File: config.mk
export PLATFORM = sky130hd
export DESIGN_NAME = imem_fetch_queue
export DESIGN_NICKNAME = d
export VERILOG_FILES = /design/src/rtl/fetch_pkg.sv /design/src/rtl/fetch_fifo.sv /design/src/rtl/imem_fetch_queue.sv
export SDC_FILE = /design/constraint.sdc
export NUM_CORES = 1
export LEC_CHECK = 0
export BUFFER_PORTS_ARGS = -buffer_cell sky130_fd_sc_hd__buf_2
export CAP_MARGIN = 20
export CORE_AREA = 2 2 180 182
export CTS_BUF_LIST = sky130_fd_sc_hd__clkbuf_4
export CTS_CLUSTER_DIAMETER = 200
export CTS_CLUSTER_SIZE = 20
export DETAILED_ROUTE_END_ITERATION = 10
export DIE_AREA = 0 0 182 184
export PLACE_DENSITY = 0.68
export SYNTH_ARGS = -nofsm -noshare
export SYNTH_HDL_FRONTEND = slang
export SYNTH_SLANG_ARGS = --single-unit
File: constraint.sdc
create_clock -name clk -period 4.35 [get_ports clk]
set_input_delay 0 -clock clk [delete_from_list [all_inputs] [get_ports clk]]
set_output_delay 0 -clock clk [all_outputs]
set_load 0.05 [all_outputs]
File: src/rtl/fetch_pkg.sv
// Shared types and constants for the instruction-fetch front end.
package fetch_pkg;

  localparam int          INSTR_W          = 32;
  localparam int          ENTRY_W          = 2 * INSTR_W;
  localparam logic [31:0] PC_STEP          = 32'd4;
  localparam logic [31:0] DEFAULT_RESET_PC = 32'h0000_0000;

  typedef enum logic [1:0] {
    IDLE  = 2'd0,
    WAIT  = 2'd1,
    DRAIN = 2'd2
  } fetch_state_e;

  function automatic logic [INSTR_W-1:0] word_align(input logic [INSTR_W-1:0] a);
    return a & ~32'h0000_0003;
  endfunction

endpackage

File: src/rtl/fetch_fifo.sv
// Synchronous first-word-fall-through queue; flush wins over push and pop.
module fetch_fifo #(
  parameter  int WIDTH = 64,
  parameter  int DEPTH = 4,
  localparam int AW    = $clog2(DEPTH),
  localparam int CW    = AW + 1
) (
  input  logic             clk,
  input  logic             rst,
  input  logic             push,
  input  logic [WIDTH-1:0] push_data,
  input  logic             pop,
  input  logic             flush,
  output logic [CW-1:0]    count,
  output logic [WIDTH-1:0] head
);

  logic [AW-1:0]    wr_ptr_q, wr_ptr_d;
  logic [AW-1:0]    rd_ptr_q, rd_ptr_d;
  logic [CW-1:0]    count_q, count_d;
  logic [WIDTH-1:0] mem_q [DEPTH];
  logic [WIDTH-1:0] mem_d [DEPTH];
  logic             do_push, do_pop;

  always_comb begin
    do_push  = push && !flush;
    do_pop   = pop && !flush && (count_q != '0);
    wr_ptr_d = wr_ptr_q;
    rd_ptr_d = rd_ptr_q;
    count_d  = count_q;
    mem_d    = mem_q;
    if (flush) begin
      wr_ptr_d = '0;
      rd_ptr_d = '0;
      count_d  = '0;
    end else begin
      if (do_push) begin
        mem_d[wr_ptr_q] = push_data;
        wr_ptr_d        = wr_ptr_q + 1'b1;
      end
      if (do_pop) rd_ptr_d = rd_ptr_q + 1'b1;
      count_d = count_q + CW'(do_push) - CW'(do_pop);
    end
  end

  always_ff @(posedge clk) begin
    if (rst) begin
      wr_ptr_q <= '0;
      rd_ptr_q <= '0;
      count_q  <= '0;
    end else begin
      wr_ptr_q <= wr_ptr_d;
      rd_ptr_q <= rd_ptr_d;
      count_q  <= count_d;
    end
  end

  // Storage carries no reset; entries are only observed once counted.
  always_ff @(posedge clk) begin
    mem_q <= mem_d;
  end

  assign count = count_q;
  assign head  = mem_q[rd_ptr_q];

endmodule

File: src/rtl/imem_fetch_queue.sv
// Fetch front end: owns the fetch PC, issues sequential word requests and
// buffers returned words with their PC+4 for the IF stage.
//
// state | meaning
// IDLE  | no request outstanding; issue fetch PC when the queue has room
// WAIT  | request outstanding; its data is pushed on ack
// DRAIN | stale request outstanding after a redirect; its data is dropped
module imem_fetch_queue
  import fetch_pkg::*;
#(
  parameter int          DEPTH    = 4,
  parameter logic [31:0] RESET_PC = DEFAULT_RESET_PC
) (
  input  logic               clk,
  input  logic               rst,
  input  logic               redirect,
  input  logic [INSTR_W-1:0] redirect_pc,
  input  logic               if_ready,
  output logic               if_valid,
  output logic [INSTR_W-1:0] if_instr,
  output logic [INSTR_W-1:0] if_pc_incr,
  output logic               mem_req,
  output logic [INSTR_W-1:0] mem_addr,
  input  logic               mem_ack,
  input  logic [INSTR_W-1:0] mem_rdata
);

  localparam int CW = $clog2(DEPTH) + 1;

  fetch_state_e       state_q, state_d;
  logic [INSTR_W-1:0] pc_q, pc_d;
  logic [INSTR_W-1:0] mem_addr_q, mem_addr_d;
  logic               mem_req_q, mem_req_d;
  logic [INSTR_W-1:0] target_pc;
  logic               fifo_push, fifo_pop, fifo_flush;
  logic [CW-1:0]      fifo_count;
  logic [ENTRY_W-1:0] fifo_head, push_entry;
  logic               has_space, space_after_push;

  assign target_pc        = word_align(redirect_pc);
  assign if_valid         = (fifo_count != '0);
  assign fifo_flush       = redirect;
  assign fifo_pop         = if_valid && if_ready && !redirect;
  assign has_space        = (fifo_count < CW'(DEPTH));
  // Room for another request once this cycle's push and pop have landed.
  assign space_after_push = fifo_pop || (fifo_count < CW'(DEPTH - 1));
  assign push_entry       = {mem_rdata, mem_addr_q + PC_STEP};

  always_ff @(posedge clk) begin
    if (rst) begin
      state_q    <= IDLE;
      pc_q       <= word_align(RESET_PC);
      mem_req_q  <= 1'b0;
      mem_addr_q <= word_align(RESET_PC);
    end else begin
      state_q    <= state_d;
      pc_q       <= pc_d;
      mem_req_q  <= mem_req_d;
      mem_addr_q <= mem_addr_d;
    end
  end

  always_comb begin
    state_d = state_q;
    case (state_q)
      IDLE:    if (redirect || has_space) state_d = WAIT;
      WAIT: begin
        if (redirect)                          state_d = mem_ack ? WAIT : DRAIN;
        else if (mem_ack && !space_after_push) state_d = IDLE;
      end
      DRAIN:   if (mem_ack) state_d = WAIT;
      default: state_d = IDLE;
    endcase
  end

  always_comb begin
    mem_req_d  = mem_req_q;
    mem_addr_d = mem_addr_q;
    pc_d       = pc_q;
    fifo_push  = 1'b0;
    case (state_q)
      IDLE: begin
        if (redirect) begin
          pc_d       = target_pc;
          mem_req_d  = 1'b1;
          mem_addr_d = target_pc;
        end else if (has_space) begin
          mem_req_d  = 1'b1;
          mem_addr_d = pc_q;
        end
      end
      WAIT: begin
        if (redirect) begin
          pc_d = target_pc;
          if (mem_ack) mem_addr_d = target_pc;
        end else if (mem_ack) begin
          fifo_push = 1'b1;
          pc_d      = mem_addr_q + PC_STEP;
          if (space_after_push) mem_addr_d = mem_addr_q + PC_STEP;
          else                  mem_req_d  = 1'b0;
        end
      end
      DRAIN: begin
        // pc_q already holds the redirect target; the stale word is dropped.
        if (redirect) pc_d = target_pc;
        if (mem_ack)  mem_addr_d = redirect ? target_pc : pc_q;
      end
      default: begin
        mem_req_d = 1'b0;
      end
    endcase
  end

  fetch_fifo #(
    .WIDTH (ENTRY_W),
    .DEPTH (DEPTH)
  ) u_fifo (
    .clk       (clk),
    .rst       (rst),
    .push      (fifo_push),
    .push_data (push_entry),
    .pop       (fifo_pop),
    .flush     (fifo_flush),
    .count     (fifo_count),
    .head      (fifo_head)
  );

  assign mem_req    = mem_req_q;
  assign mem_addr   = mem_addr_q;
  assign if_instr   = fifo_head[ENTRY_W-1:INSTR_W];
  assign if_pc_incr = fifo_head[INSTR_W-1:0];

  ack_into_full: assert property (@(posedge clk) disable iff (rst)
    !(fifo_push && (fifo_count == CW'(DEPTH))));

endmodule

Yosys cells after proc, flatten, opt, wreduce, memory -nomap -nowiden
Cells that the tools add are included.
{"block": "classes", "n_reduce_logical": 22, "add_sub_neg": 5, "n_mux": 33, "eq_ne": 11, "div": 0, "mul": 0, "bitwise": 4, "shifts": 0, "order_cmp": 5}
{"operator": "$mux 32", "count": 10}
{"operator": "$bwmux 256", "count": 1}
{"operator": "$mux 64", "count": 3}
{"operator": "$bmux 64 s2", "count": 1}
{"operator": "$demux 64 s2", "count": 1}
{"operator": "$pmux 32 s3", "count": 1}
{"operator": "$pmux 32 s2", "count": 1}
{"operator": "$add 32x3->32 const B", "count": 1}
{"operator": "$ne 3x3->1 const B", "count": 4}
{"operator": "$mux 2", "count": 5}
{"operator": "$ne 2x2->1 const B", "count": 5}
{"operator": "$reduce_and 5->1", "count": 2}
{"operator": "$mux 1", "count": 8}
{"operator": "$logic_and 1x1->1", "count": 7}
{"operator": "$ge 3x3->1 const B", "count": 2}
{"operator": "$not 2->3", "count": 2}
{"operator": "$pmux 2 s3", "count": 1}
{"operator": "$reduce_bool 3->1", "count": 2}
{"operator": "$add 2x1->2 const B", "count": 2}
{"operator": "$reduce_and 2->1", "count": 2}
{"operator": "$reduce_or 2->1", "count": 2}
{"operator": "$add 3x1->3", "count": 1}
{"operator": "$lt 3x1->1 const B", "count": 1}
{"operator": "$lt 3x2->1 const B", "count": 1}
{"operator": "other kinds (11)", "count": 14}
{"block": "totals", "latchBits": 0, "output_inout_bits": 98, "input_bits": 69, "elab_cells": 91, "n_memories": 0, "register_bits": 330, "mem_bits_rw": 0, "mem_bits_ro": 0}

Longest topological paths before layout
{"block": "logic_depth", "ltp_word": 9, "mapped_depth": 9}

By module
From an unflattened synthesis, not the netlist that was laid out.
{"block": "unflattened", "hier_cells": 969, "hier_area_um2": 14107.3}
{"module": "fetch_fifo", "area_per_inst_um2": 9704.3, "cells_each": 378, "instances": 1}
{"module": "imem_fetch_queue", "area_per_inst_um2": 4403.0, "cells_each": 591, "instances": 1}

Least setup slack after synthesis
Ideal clock, no wire load.
{"block": "synth_timing", "path_kind": "flip-flop to flip-flop", "from": "register state_q[0]", "to": "register u_fifo.mem_q[0] in the netlist's numbering, enable pin", "arrival_time_ps": 2963, "t_required_ps": 3921, "setup_time_ps": 429, "path_slack_ps": 958, "synth_period_minus_slack_ps": 3392, "n_path_buf": 2, "path_stages_with_launch": 6, "path_cell_list": "dfxtp_1 -> clkbuf_1 -> clkinv_1 -> nor3_1 -> clkbuf_1 -> and3_1"}
{"block": "synth_between", "elab_chain_len": 4}
{"item": "start: declaration", "line_no": "imem_fetch_queue.sv:30", "source": "fetch_state_e state_q, state_d;"}
{"item": "start signal: assignment", "line_no": "imem_fetch_queue.sv:56", "source": "state_q <= state_d;"}
{"item": "$eq 2x1->1", "line_no": "imem_fetch_queue.sv:81", "source": "case (state_q)"}
{"item": "$mux 1", "line_no": "imem_fetch_queue.sv:81"}
{"item": "$logic_and 1x1->1", "line_no": "fetch_fifo.sv:26", "source": "do_push = push && !flush;"}
{"item": "$reduce_and 2->1 (no source line)"}
{"item": "end signal: assignment", "line_no": "fetch_fifo.sv:60", "source": "mem_q <= mem_d;"}
{"item": "end: declaration", "line_no": "fetch_fifo.sv:21", "source": "logic [WIDTH-1:0] mem_q [DEPTH];"}
No other way between the ends.
A chain may end at the register's enable or synchronous reset.

Worst setup path after layout
{"block": "layout_timing", "from": "register mem_addr_q[2], in the netlist mem_addr[2]", "to": "register pc_q[18]"}
{"block": "layout_between", "elab_chain_len": 4}
{"item": "start: declaration", "line_no": "imem_fetch_queue.sv:32", "source": "logic [INSTR_W-1:0] mem_addr_q, mem_addr_d;"}
{"item": "start signal: assignment", "line_no": "imem_fetch_queue.sv:54", "source": "mem_addr_q <= word_align(RESET_PC);"}
{"item": "start signal: assignment", "line_no": "imem_fetch_queue.sv:59", "source": "mem_addr_q <= mem_addr_d;"}
{"item": "$add 32x3->32"}
{"item": "named net push_entry[18]", "line_no": "imem_fetch_queue.sv:37", "source": "logic [ENTRY_W-1:0] fifo_head, push_entry;"}
{"item": "$mux 32", "line_no": "imem_fetch_queue.sv:96", "source": "end else if (mem_ack) begin"}
{"item": "$mux 32", "line_no": "imem_fetch_queue.sv:93", "source": "if (redirect) begin"}
{"item": "$pmux 32 s2", "line_no": "imem_fetch_queue.sv:81"}
{"item": "end signal: assignment", "line_no": "imem_fetch_queue.sv:52", "source": "pc_q <= word_align(RESET_PC);"}
{"item": "end signal: assignment", "line_no": "imem_fetch_queue.sv:57", "source": "pc_q <= pc_d;"}
{"item": "end: declaration", "line_no": "imem_fetch_queue.sv:31", "source": "logic [INSTR_W-1:0] pc_q, pc_d;"}
The timed path passes the listed nets, and every way through them passes these cells. The select of a mux whose other input is x is not followed.

==> qor.yml <==
power:
  finalPower_mw: 5.72
  irDropWorstVdd_uv: 276
  swShare: 0.275
  seqPwrFrac: 0.627
  power_density_mw_per_mm2: 343
  leakagePower_nw: 5.72
  power.switching_mw: 1.57
  clock_power_share: 0.227
  internal_power_mw: 4.15
  combinationalPowerShare: 0.145
cts:
  clk_pin_slew_ns: 0.20
  clockBufferDepth: 3
  cts_tree: "yes"
  cts-root-buf: "clkbuf_4"
  clock_latency_ns: 0.78
  postCtsSetupBuffers: 0
  cts.htree.levels: 1
  cts_sinks: 330
  cts-resized-gates: 0
  numCtsBuffers: 20
route:
  via_per_inst: 5.88
  vias: 9531
  drcViolationCount: 0
  drtIter0Drc: 857
  routed_wirelength_um: 36000
  wl_per_cell_um: 22.2
  dr.pass1.iters: 5
  ant_nets: 0
synthesis:
  seq_area_frac_synth: 0.655
  synth_area_per_cell_um2: 14.6
  synth_nets: 1035
  yosys_register_bits: 330
  synth_edf_count: 256
  netlist_area_mm2: 0.0140
  synthCells: 957
  ys_async_sr_fraction: 0
  yosysWarnings: 0
  synth_top_flop_cell: "edfxtp_1"
  synth.distinct_cells: 68
status:
  status: "complete, no violations"
setup_path:
  crit_required_ns: 5.06
  cp.arrival_ns: 4.15
  end_kind: "flop"
  crit_fanout: 10
  start_kind: "flop"
  critPathKind: "reg -> reg"
global_routing:
  grt_first_pass_wirelength_um: 54800
  gr-total-overflow: 0
  grt_use_total: 0.212
  antenna_found_initial: 1
  grt_pass1_vias: 9602
  grt_max_degree: 66
floorplan:
  die_w_um: 182
  die_area_mm2: 0.0335
  fp.coreArea_mm2: 0.0314
  rows: 65
  start_util: 0.446
  dieHeight_um: 184
  io_pins: 167
sta:
  hold_viol_final: 0
  fin_ws_ns: 0.902
  setup-tns-final_ns: 0
  skew_ns: 0.0752
  whs_ns: 0.0498
  maxSlewViolCount: 0
  max_freq_mhz: 290
  period_minus_slack_ns: 3.45
  fin_crit_sh: 0.793
  timing.slew.headroom: 0.222
  rsz0062_at_grt: "false"
  worst_slew_pin_slew_ns: 1.16
  setup_violations: 0
cells_and_area:
  final_core_util: 0.531
  drive_gt1_frac: 0.253
  final_nets: 1283
  stdcell_count: 1622
  num-fill-cells: 2609
  synthToLayoutAreaGrowth_pct: 19.1
  fin_area_mm2: 0.0167
place:
  portBuffers: 164
  pre_cts_ws_ns: 1.53
  placed_cells: 1469
  gp_congestion: 0.891
  placed_cell_area_mm2: 0.0152
  dpl.hpwl_um: 21300
hold_path:
  hp-class: "in -> reg"
job:
  max_cap_violations: 0
power groups by stage:
stage	Clock (mW)	Combinational, mW	Sequential, mW
2_1_floorplan	0	0.412	3.73
3_3_place_gp	0	0.720	3.65
3_5_place_dp	0	0.732	3.65
4_1_cts	1.33	0.820	3.58
5_1_grt	1.43	0.884	3.60
6_report	1.30	0.831	3.59
logic make-up (layout without fill, tap and decap cells):
group | Yosys count | count (layout) | synth area share
buf+inv | 89 | 351 | 0.0249
compound gates | 209 | 209 | 0.105
flops | 330 | 330 | 0.655
simple gates | 220 | 220 | 0.0795
mux | 74 | 74 | 0.111
fa+ha+maj | 9 | 9 | 0.00858
other cells | 0 | 1 | 0
xor+xnor | 26 | 26 | 0.0163
critical path, cell delays in order (launching register included):
cell and delay [ns]:
dfxtp_1 0.61, ha_1 0.30, nand4_1 0.50, nor2_1 0.65, nand3_1 0.26, xnor2_1 0.40
o2bb2ai_1 0.16, dlygate4sd3_1 0.56
final timing paths:
check / from / to / slack, ns / cells past startpoint
max: mem_addr[2] / pc_q[18] / 0.90 / 7
min: mem_rdata[14] / u_fifo.mem_q[46] / 0.05 / 2
min reg2reg: pc_q[1] / mem_addr[1] / 0.50 / 2
max reg2reg: mem_addr[2] / pc_q[18] / 0.90 / 7
registers in the layout, indices dropped and copies added (netlist names):
register         cells
pc_q                32
u_fifo.rd_ptr_q      2
u_fifo.mem_q       256
state_q              2
mem_req              1
u_fifo.count         3
mem_addr            32
u_fifo.wr_ptr_q      2
cell usage after synthesis (7+ instances only):
cell type / instances / share of area
edfxtp_1: 256 / 0.55
dfxtp_1: 74 / 0.11
mux4_2: 64 / 0.10
nor2_1: 64 / 0.017
clkbuf_1: 53 / 0.014
a21oi_1: 48 / 0.017
nand2_1: 47 / 0.013
o21ai_0: 29 / 0.010
inv_1: 21 / 0.0056
nand3_1: 20 / 0.0072
xnor2_1: 17 / 0.011
nand4_1: 14 / 0.0063
nor3_1: 14 / 0.0050
o221ai_1: 14 / 0.0088
a211oi_1: 13 / 0.0070
a221oi_1: 13 / 0.0081
a22oi_1: 11 / 0.0059
and3_1: 11 / 0.0049
nor4_1: 9 / 0.0040
o211ai_1: 9 / 0.0048
xor2_1: 9 / 0.0056
and2_1: 8 / 0.0036
ha_1: 8 / 0.0072
or2_2: 8 / 0.0036
a31oi_1: 7 / 0.0031
o2bb2ai_1: 7 / 0.0044
o31a_1: 7 / 0.0044
routing by layer:
metal,up-vias,GRT usage,wire length [um]
met3,52,0.0426,2910
li1,4296,-,-
met2,408,0.363,17500
met5,-,0,0
met1,4775,0.276,14800
met4,0,0.0610,853
area by class of cell:
type | count | area, um2 | share of cell area
tap | 402 | 503 | 0.0302
multi-input combinational | 538 | 4500 | 0.270
clock buffer | 35 | 263 | 0.0158
antenna | 1 | 2.50 | 0.000150
timing repair buffer | 292 | 2120 | 0.127
sequential | 330 | 9180 | 0.550
inverter | 23 | 86.3 | 0.00518
clock inverter | 1 | 11.3 | 0.000675
placed cells by master (no fill, tap or decap), types with 4 or more instances in the layout:
cell type / count
mux2i_1: 4
a22oi_1: 11
a31oi_1: 7
nand3_1: 20
dlygate4sd3_1: 113
o2bb2ai_1: 7
buf_2: 164
xor2_1: 9
nand2_1: 47
nor2_1: 63
o21ai_0: 29
clkbuf_4: 35
o22ai_1: 6
mux2_2: 6
nand2b_1: 5
a311oi_1: 4
o221ai_1: 14
edfxtp_1: 256
o211ai_1: 9
a21oi_1: 48
or2_2: 8
nor4_1: 9
xnor2_1: 17
and3_4: 4
and2_1: 8
mux4_2: 64
a221oi_1: 13
inv_1: 21
ha_1: 8
dfxtp_1: 72
a211oi_1: 13
a2111oi_0: 4
and3_1: 7
buf_4: 12
nand4_1: 14
o31a_1: 7
nor3_1: 14
repair_timing:
action | CTS | global route
hold buffers | 113 | 0
endpoints found under the hold margin | 198 | 0
setup endpoints to repair | 0 | 0
No activity file was read; power rests on OpenSTA's default activity.
